**src/rtl/npc_pkg.sv**
```systemverilog
// npc_pkg -- definitions shared by the decode stage (IDU) and the execute
// stage (EXU): RV64I major opcodes, the alu_op and has_funct encodings that
// travel in the decoded bundle, the immediate-format selector and the packed
// control part of the bundle.
package npc_pkg;

  // RV64I major opcodes (inst[6:0]) recognised by the decoder.
  localparam logic [6:0] OPC_LUI        = 7'b0110111;
  localparam logic [6:0] OPC_AUIPC      = 7'b0010111;
  localparam logic [6:0] OPC_JAL        = 7'b1101111;
  localparam logic [6:0] OPC_JALR       = 7'b1100111;
  localparam logic [6:0] OPC_BRANCH     = 7'b1100011;
  localparam logic [6:0] OPC_LOAD       = 7'b0000011;
  localparam logic [6:0] OPC_STORE      = 7'b0100011;
  localparam logic [6:0] OPC_OP_IMM     = 7'b0010011;
  localparam logic [6:0] OPC_OP_IMM_32  = 7'b0011011;
  localparam logic [6:0] OPC_OP         = 7'b0110011;
  localparam logic [6:0] OPC_OP_32      = 7'b0111011;

  // alu_op: operand class handed to the EXU.
  localparam logic [1:0] ALU_IMM    = 2'b00;  // OP-IMM, OP-IMM-32, store
  localparam logic [1:0] ALU_LOAD   = 2'b01;  // load
  localparam logic [1:0] ALU_REG    = 2'b10;  // OP, OP-32, LUI, AUIPC, JAL, JALR
  localparam logic [1:0] ALU_BRANCH = 2'b11;  // conditional branch

  // has_funct: which raw function fields the EXU must look at.
  localparam logic [1:0] HF_NONE  = 2'b00;    // U/J-type and JALR
  localparam logic [1:0] HF_F3    = 2'b01;    // funct3 only (I/S/B)
  localparam logic [1:0] HF_F3_F7 = 2'b11;    // funct3 and funct7 (R-type)

  // Immediate layout selector; FMT_R produces a zero immediate.
  typedef enum logic [2:0] {
    FMT_R,
    FMT_I,
    FMT_S,
    FMT_B,
    FMT_U,
    FMT_J
  } imm_fmt_e;

  // XLEN-independent part of the decoded bundle.
  typedef struct packed {
    logic [1:0] alu_op;
    logic [2:0] funct3;
    logic [6:0] funct7;
    logic [1:0] has_funct;
    logic       need_sext;
    logic [4:0] rs1;
    logic [4:0] rs2;
    logic [4:0] rd;
    logic       reg_wen;
    logic       mem_ren;
    logic       mem_wen;
    logic       branch;
    logic       jump;
    logic       illegal;
  } ctrl_t;

  // Immediate shifts (SLLI/SRLI/SRAI and their W forms) carry their
  // arithmetic/logical selector in inst[31:25].
  function automatic logic is_shift_f3(input logic [2:0] f3);
    return (f3 == 3'b001) || (f3 == 3'b101);
  endfunction

endpackage

```
**src/rtl/imm_gen.sv**
```systemverilog
// imm_gen -- combinational RV64I immediate extraction.
//   inst_i : 32-bit instruction word
//   fmt_i  : immediate layout (I/S/B/U/J; R gives zero)
//   imm_o  : immediate, inst[31] replicated up to XLEN
module imm_gen
  import npc_pkg::*;
#(
  parameter int unsigned XLEN = 64
) (
  input  logic [31:0]     inst_i,
  input  imm_fmt_e        fmt_i,
  output logic [XLEN-1:0] imm_o
);

  logic signed [31:0] imm32;

  // NOTE: every signal written in always_comb gets a default first, so no
  // path through the case statement can infer a latch.
  always_comb begin
    imm32 = '0;
    unique case (fmt_i)
      FMT_I: imm32 = {{20{inst_i[31]}}, inst_i[31:20]};
      FMT_S: imm32 = {{20{inst_i[31]}}, inst_i[31:25], inst_i[11:7]};
      FMT_B: imm32 = {{19{inst_i[31]}}, inst_i[31], inst_i[7],
                      inst_i[30:25], inst_i[11:8], 1'b0};
      FMT_U: imm32 = {inst_i[31:12], 12'b0};
      FMT_J: imm32 = {{11{inst_i[31]}}, inst_i[31], inst_i[19:12],
                      inst_i[20], inst_i[30:21], 1'b0};
      default: imm32 = '0;
    endcase
  end

  // Size cast of a signed value sign-extends to the full datapath width.
  assign imm_o = XLEN'(imm32);

endmodule

```
**src/rtl/idu.sv**
```systemverilog
// idu -- RV64I instruction decode unit with a single output register stage.
//   clk, rst           : clock, synchronous active-high reset
//   if_valid/if_ready  : handshake from fetch; if_inst/if_pc carry the word
//   flush              : drop the held bundle and any incoming instruction
//   id_valid/ex_ready  : handshake toward execute
//   alu_op, funct3, funct7, has_funct, need_sext, imm, rs1, rs2, rd,
//   reg_wen, mem_ren, mem_wen, branch, jump, illegal, id_pc : held bundle
module idu
  import npc_pkg::*;
#(
  parameter int unsigned XLEN = 64
) (
  input  logic            clk,
  input  logic            rst,
  input  logic            if_valid,
  output logic            if_ready,
  input  logic [31:0]     if_inst,
  input  logic [XLEN-1:0] if_pc,
  input  logic            flush,
  output logic            id_valid,
  input  logic            ex_ready,
  output logic [1:0]      alu_op,
  output logic [2:0]      funct3,
  output logic [6:0]      funct7,
  output logic [1:0]      has_funct,
  output logic            need_sext,
  output logic [XLEN-1:0] imm,
  output logic [4:0]      rs1,
  output logic [4:0]      rs2,
  output logic [4:0]      rd,
  output logic            reg_wen,
  output logic            mem_ren,
  output logic            mem_wen,
  output logic            branch,
  output logic            jump,
  output logic            illegal,
  output logic [XLEN-1:0] id_pc
);

  localparam logic ST_EMPTY = 1'b0;
  localparam logic ST_FULL  = 1'b1;

  logic            state_q, state_d;
  ctrl_t           ctrl_q, ctrl_d;
  logic [XLEN-1:0] imm_q, imm_d, pc_q;
  imm_fmt_e        fmt;
  logic            accept, load;
  logic [6:0]      opcode;

  assign opcode   = if_inst[6:0];
  assign id_valid = (state_q == ST_FULL);
  assign if_ready = !id_valid || ex_ready;
  assign accept   = if_valid && if_ready;
  assign load     = accept && !flush;

  // Decode: only fields the format uses are copied; the rest stay zero.
  always_comb begin
    ctrl_d = '0;
    fmt    = FMT_R;
    unique case (opcode)
      OPC_LUI, OPC_AUIPC: begin
        ctrl_d.alu_op  = ALU_REG;
        ctrl_d.rd      = if_inst[11:7];
        ctrl_d.reg_wen = 1'b1;
        fmt            = FMT_U;
      end
      OPC_JAL: begin
        ctrl_d.alu_op  = ALU_REG;
        ctrl_d.rd      = if_inst[11:7];
        ctrl_d.reg_wen = 1'b1;
        ctrl_d.jump    = 1'b1;
        fmt            = FMT_J;
      end
      OPC_JALR: begin
        ctrl_d.alu_op  = ALU_REG;
        ctrl_d.rs1     = if_inst[19:15];
        ctrl_d.rd      = if_inst[11:7];
        ctrl_d.reg_wen = 1'b1;
        ctrl_d.jump    = 1'b1;
        fmt            = FMT_I;
      end
      OPC_BRANCH: begin
        ctrl_d.alu_op    = ALU_BRANCH;
        ctrl_d.has_funct = HF_F3;
        ctrl_d.funct3    = if_inst[14:12];
        ctrl_d.rs1       = if_inst[19:15];
        ctrl_d.rs2       = if_inst[24:20];
        ctrl_d.branch    = 1'b1;
        fmt              = FMT_B;
      end
      OPC_LOAD: begin
        ctrl_d.alu_op    = ALU_LOAD;
        ctrl_d.has_funct = HF_F3;
        ctrl_d.funct3    = if_inst[14:12];
        ctrl_d.rs1       = if_inst[19:15];
        ctrl_d.rd        = if_inst[11:7];
        ctrl_d.reg_wen   = 1'b1;
        ctrl_d.mem_ren   = 1'b1;
        fmt              = FMT_I;
      end
      OPC_STORE: begin
        ctrl_d.alu_op    = ALU_IMM;
        ctrl_d.has_funct = HF_F3;
        ctrl_d.funct3    = if_inst[14:12];
        ctrl_d.rs1       = if_inst[19:15];
        ctrl_d.rs2       = if_inst[24:20];
        ctrl_d.mem_wen   = 1'b1;
        fmt              = FMT_S;
      end
      OPC_OP_IMM, OPC_OP_IMM_32: begin
        ctrl_d.alu_op    = ALU_IMM;
        ctrl_d.has_funct = HF_F3;
        ctrl_d.funct3    = if_inst[14:12];
        ctrl_d.rs1       = if_inst[19:15];
        ctrl_d.rd        = if_inst[11:7];
        ctrl_d.reg_wen   = 1'b1;
        ctrl_d.need_sext = (opcode == OPC_OP_IMM_32);
        // Shift-immediates expose inst[31:25] so the EXU can tell SRAI from SRLI.
        if (is_shift_f3(if_inst[14:12])) ctrl_d.funct7 = if_inst[31:25];
        fmt              = FMT_I;
      end
      OPC_OP, OPC_OP_32: begin
        ctrl_d.alu_op    = ALU_REG;
        ctrl_d.has_funct = HF_F3_F7;
        ctrl_d.funct3    = if_inst[14:12];
        ctrl_d.funct7    = if_inst[31:25];
        ctrl_d.rs1       = if_inst[19:15];
        ctrl_d.rs2       = if_inst[24:20];
        ctrl_d.rd        = if_inst[11:7];
        ctrl_d.reg_wen   = 1'b1;
        ctrl_d.need_sext = (opcode == OPC_OP_32);
        fmt              = FMT_R;
      end
      default: ctrl_d.illegal = 1'b1;
    endcase
    // Writes to x0 are architecturally discarded; suppress them here.
    if (ctrl_d.rd == 5'd0) ctrl_d.reg_wen = 1'b0;
  end

  imm_gen #(.XLEN(XLEN)) u_imm_gen (
    .inst_i (if_inst),
    .fmt_i  (fmt),
    .imm_o  (imm_d)
  );

  // Occupancy: flush wins over a same-cycle accept; otherwise a consumed
  // bundle empties the stage unless a new one is taken in.
  always_comb begin
    state_d = state_q;
    if (flush)         state_d = ST_EMPTY;
    else if (accept)   state_d = ST_FULL;
    else if (ex_ready) state_d = ST_EMPTY;
  end

  // NOTE: sequential state uses non-blocking assignments so every register
  // samples pre-edge values regardless of block evaluation order.
  // The bundle registers are reset as well because reset must present an
  // all-zero bundle on the outputs.
  always_ff @(posedge clk) begin
    if (rst) begin
      state_q <= ST_EMPTY;
      ctrl_q  <= '0;
      imm_q   <= '0;
      pc_q    <= '0;
    end else begin
      state_q <= state_d;
      if (load) begin
        ctrl_q <= ctrl_d;
        imm_q  <= imm_d;
        pc_q   <= if_pc;
      end
    end
  end

  assign alu_op    = ctrl_q.alu_op;
  assign funct3    = ctrl_q.funct3;
  assign funct7    = ctrl_q.funct7;
  assign has_funct = ctrl_q.has_funct;
  assign need_sext = ctrl_q.need_sext;
  assign rs1       = ctrl_q.rs1;
  assign rs2       = ctrl_q.rs2;
  assign rd        = ctrl_q.rd;
  assign reg_wen   = ctrl_q.reg_wen;
  assign mem_ren   = ctrl_q.mem_ren;
  assign mem_wen   = ctrl_q.mem_wen;
  assign branch    = ctrl_q.branch;
  assign jump      = ctrl_q.jump;
  assign illegal   = ctrl_q.illegal;
  assign imm       = imm_q;
  assign id_pc     = pc_q;

endmodule

```
**config.mk**
```make
export PLATFORM = sky130hd
export DESIGN_NAME = idu
export DESIGN_NICKNAME = d
export VERILOG_FILES = /design/src/rtl/npc_pkg.sv /design/src/rtl/imm_gen.sv /design/src/rtl/idu.sv
export SDC_FILE = /design/constraint.sdc
export NUM_CORES = 1
export LEC_CHECK = 0
export ABC_AREA = 1
export CAP_MARGIN = 20
export CORE_MARGIN = 4
export CORE_UTILIZATION = 41
export CTS_BUF_LIST = sky130_fd_sc_hd__clkbuf_4 sky130_fd_sc_hd__clkbuf_8 sky130_fd_sc_hd__clkbuf_16
export CTS_CLUSTER_DIAMETER = 150
export DETAILED_ROUTE_END_ITERATION = 6
export HOLD_SLACK_MARGIN = 0.02
export PLACE_DENSITY = 0.81
export SLEW_MARGIN = 5
export SYNTH_ARGS = -nofsm -noshare
export SYNTH_HDL_FRONTEND = slang
export SYNTH_SLANG_ARGS = --single-unit
```
**constraint.sdc**
```tcl
create_clock -name clk -period 1.51 [get_ports clk]
set_input_delay 0.3775 -clock clk [delete_from_list [all_inputs] [get_ports clk]]
set_output_delay 0.3775 -clock clk [all_outputs]
set_load 0.02 [all_outputs]
```
==> impl_metrics.tcl <==
set metrics [dict create \
    place_area_sq_um 8450 \
    worstSetupStartpoint "id_valid" \
    dpl.hpwl_um 13700 \
    critPathMaxFanout 2 \
    tightestPinTransition_ns 0.541 \
    hold_viol_final 0 \
    numCtsBuffers 17 \
    grt_pass1_wl_um 28200 \
    critPathTopFamily "buffers and inverters" \
    initial_utilization_pct 42.6 \
    layout.nets 1109 \
    power_frac_seq_pct 40.2 \
    drive_above_1_share_pct 20.0 \
    max-cap-violations 0 \
    drv_slew 0 \
    area_growth_pct 64.3 \
    grtUsageMet2_pct 40.7 \
    synth_compound_area_share_pct 14.9 \
    cp.required_ns 1.13 \
    synth_xor_area_share_pct 0 \
    gr-total-overflow 0 \
    fmax_ghz 0.670 \
    drtPass1Iterations 5 \
    cts_root_buf "clkbuf_16" \
    place.gp.congestion 0.961 \
    skew_ns 0.00595 \
    std_cell_rows 41 \
    worstHoldPathType "input pin to flip-flop" \
    p_clk_share_pct 45.3 \
    drc_errors 0 \
    hp-start "ex_ready" \
    io_pins 267 \
    relSlewSlack_pct 63.9 \
    cts_max_level 4 \
    yosysUniqueCellTypes 25 \
    p_leak_nw 4.10 \
    viasPerCell 4.95 \
    r2r-start "id_valid" \
    clock_path_buffers 2 \
    die_width_um 123 \
    busiest_layer "met2" \
    regToRegSetupSlack_ns 0.09 \
    outcome "finished clean" \
    die_area_sq_um 15200 \
    clk_pin_slew_ns 0.06 \
    slowest_stage "dlygate4sd2_1" \
    final_util_pct 70.0 \
    vias 5909 \
    grt_pass1_vias 5489 \
    ir_drop_v 0.000770 \
    fp.dieH_um 123 \
    critPathMaxStageDelay_ns 0.36 \
    grt_util_all_layers_pct 24.0 \
    dp.cells 1149 \
    syn_area_sq_um 5460 \
    antenna_found_initial 0 \
    rsz0062_at_grt "yes" \
    grt_max_degree 75 \
    finalSetupViolations 0 \
    grt_use_met1_pct 27.1 \
    synth_fa_ha_area_share_pct 0 \
    yosysWarnings 0 \
    core_area_sq_um 12800 \
    powerDensity_nw_per_um2 1040 \
    synth_top_family_by_area "simple AND/OR/NAND/NOR gates" \
    detail_route.wirelength_um 18800 \
    fin_crit_sh_pct 98.8 \
    postRouteAntennaNets 0 \
    fillCellCount 1104 \
    port_buffers 266 \
    worst_setup_path_end_kind "output pin" \
    switching_share_pct 25.1 \
    cp_cell_sequence "dlygate4sd2_1" \
    muxShareOfSynthArea_pct 0 \
    internal_power_mw 6.99 \
    numClockSinks 133 \
    clk_latency_ns 0.42 \
    wl_per_cell_um 15.8 \
    synth-seq-area-share_pct 48.8 \
    grtUsageMet3_pct 9.01 \
    crit_buf_inv 1 \
    setup_tns_ns 0 \
    synthCells 734 \
    cts_tree "done" \
    diodes 0 \
    power_switching_mw 2.35 \
    drt_iter0_drc 492 \
    avgSynthCellArea_sq_um 7.44 \
    startpoint_type "flip-flop" \
    ys_seq_elements 133 \
    synth_nets 835 \
    final_cell_area_sq_um 8970 \
    worst-setup-path-type "flip-flop to output pin" \
    period_minus_slack_ns 1.49 \
    cp_data_arrival_time_ns 1.11 \
    combPwrFrac_pct 14.5 \
    yosys.area_share.simple_pct 26.2 \
    finalNonFillerCells 1193 \
]
[cell usage in the layout (no fill, tap or decap), types with 2 or more instances in the layout]
cell type,instances
buf_2,33
buf_6,3
nor2_2,3
dlygate4sd2_1,64
clkbuf_2,24
nand4_1,14
clkinv_4,3
inv_2,9
buf_4,52
nand2_4,4
nor2_4,7
clkinvlp_4,3
inv_1,12
clkbuf_16,17
nand3_1,32
buf_12,12
nand2_1,131
clkbuf_8,2
dfxtp_1,131
o21ai_0,86
a21oi_2,5
bufbuf_16,3
clkdlybuf4s15_1,50
clkinv_2,3
dfxtp_2,2
nand3_2,2
nand2_2,6
a21oi_1,62
nor2_1,137
clkdlybuf4s50_1,91
bufinv_16,3
[cells by family (layout without fill, tap and decap cells)]
logic type,Yosys count,after routing
AO/OA/AOI/OAI,158,158
buffers and inverters,103,390
flip-flops,133,133
AND/OR/NAND/NOR,340,340
[registers in the layout, summed over array words and instances (netlist names), 2 cells and up]
name and flops:
id_pc 64, rs2 5, has_funct 2, rs1 5, funct7 7, imm 32
alu_op 2, funct3 3, rd 5
[path summary, 6_finish.rpt]
kind                             endpoint  depth (start not counted)
worst max-delay path             id_valid                          1
worst min-delay path             id_valid                          5
worst max register to register    imm[11]                          8
worst min register to register  funct3[2]                          2
[cells in the mapped netlist]
cell,number,share of area [%]
a211oi_1,1,0.14
a21oi_1,67,6.1
a21oi_4,1,0.30
buf_2,21,1.9
buf_4,34,4.7
buf_6,2,0.41
clkbuf_1,23,1.6
dfxtp_1,133,49
inv_1,17,1.2
inv_2,6,0.41
nand2_1,134,9.2
nand2_2,6,0.69
nand2_4,1,0.21
nand3_1,33,3.0
nand3_2,2,0.37
nand4_1,14,1.6
nor2_1,141,9.7
nor2_2,2,0.23
nor2_4,4,0.82
nor3_1,2,0.18
o211ai_1,1,0.14
o21ai_0,86,7.9
o221ai_1,1,0.16
o31ai_1,1,0.14
or4_1,1,0.14
[metal layers]
layer  vias to the layer above  wire [um]
li1                       2914          -
met3                        47       2080
met1                      2647       6990
met2                       301       9130
met5                         -          0
met4                         0        633
[per-stage QoR]
step,power [mW],setup WS [ns],hold slack [ns]
6_report,9.34,0.0180,0.423
5_1_grt,9.68,-0.0145,0.437
4_1_cts,9.37,-0.00489,0.419
3_5_place_dp,5.27,-0.531,0.454
3_3_place_gp,5.25,-0.529,0.450
2_1_floorplan,4.43,0.0248,0.456
[area by class of cell]
cell class	instances	area (sq um)	share of cell area [%]
multi-input cells	498	2330	25.9
clock inverters	12	154	1.72
clock buffers	20	460	5.13
inverters	23	93.8	1.05
repair buffers	335	3060	34.1
flip-flops and latches	133	2670	29.7
well taps	172	215	2.40
[timing repair]
| item | CTS | global route |
|---|---|---|
| cloned | 3 | 0 |
| endpoints found under the setup margin | 215 | 159 |
| setup buffers | 6 | 3 |
| pin swaps | 7 | 5 |
| hold buffers | 0 | 0 |
| resized for setup | 302 | 106 |
[worst register-to-register path: stages (launching register included)]
cell     delay [ns]
dfxtp_2        0.34
inv_2          0.04
nor2_4         0.10
inv_2          0.06
nand2_4        0.17
buf_8          0.23
buf_12         0.17
nand2_1        0.10
a21oi_2        0.14
[power groups by stage]
stage	Combinational (mW)	Sequential, mW	Clock [mW]
6_report	1.36	3.75	4.23
5_1_grt	1.47	3.77	4.44
4_1_cts	1.34	3.75	4.28
3_5_place_dp	1.44	3.83	0
3_3_place_gp	1.43	3.83	0
2_1_floorplan	0.410	4.02	0
(Power assumes the default switching activity.)
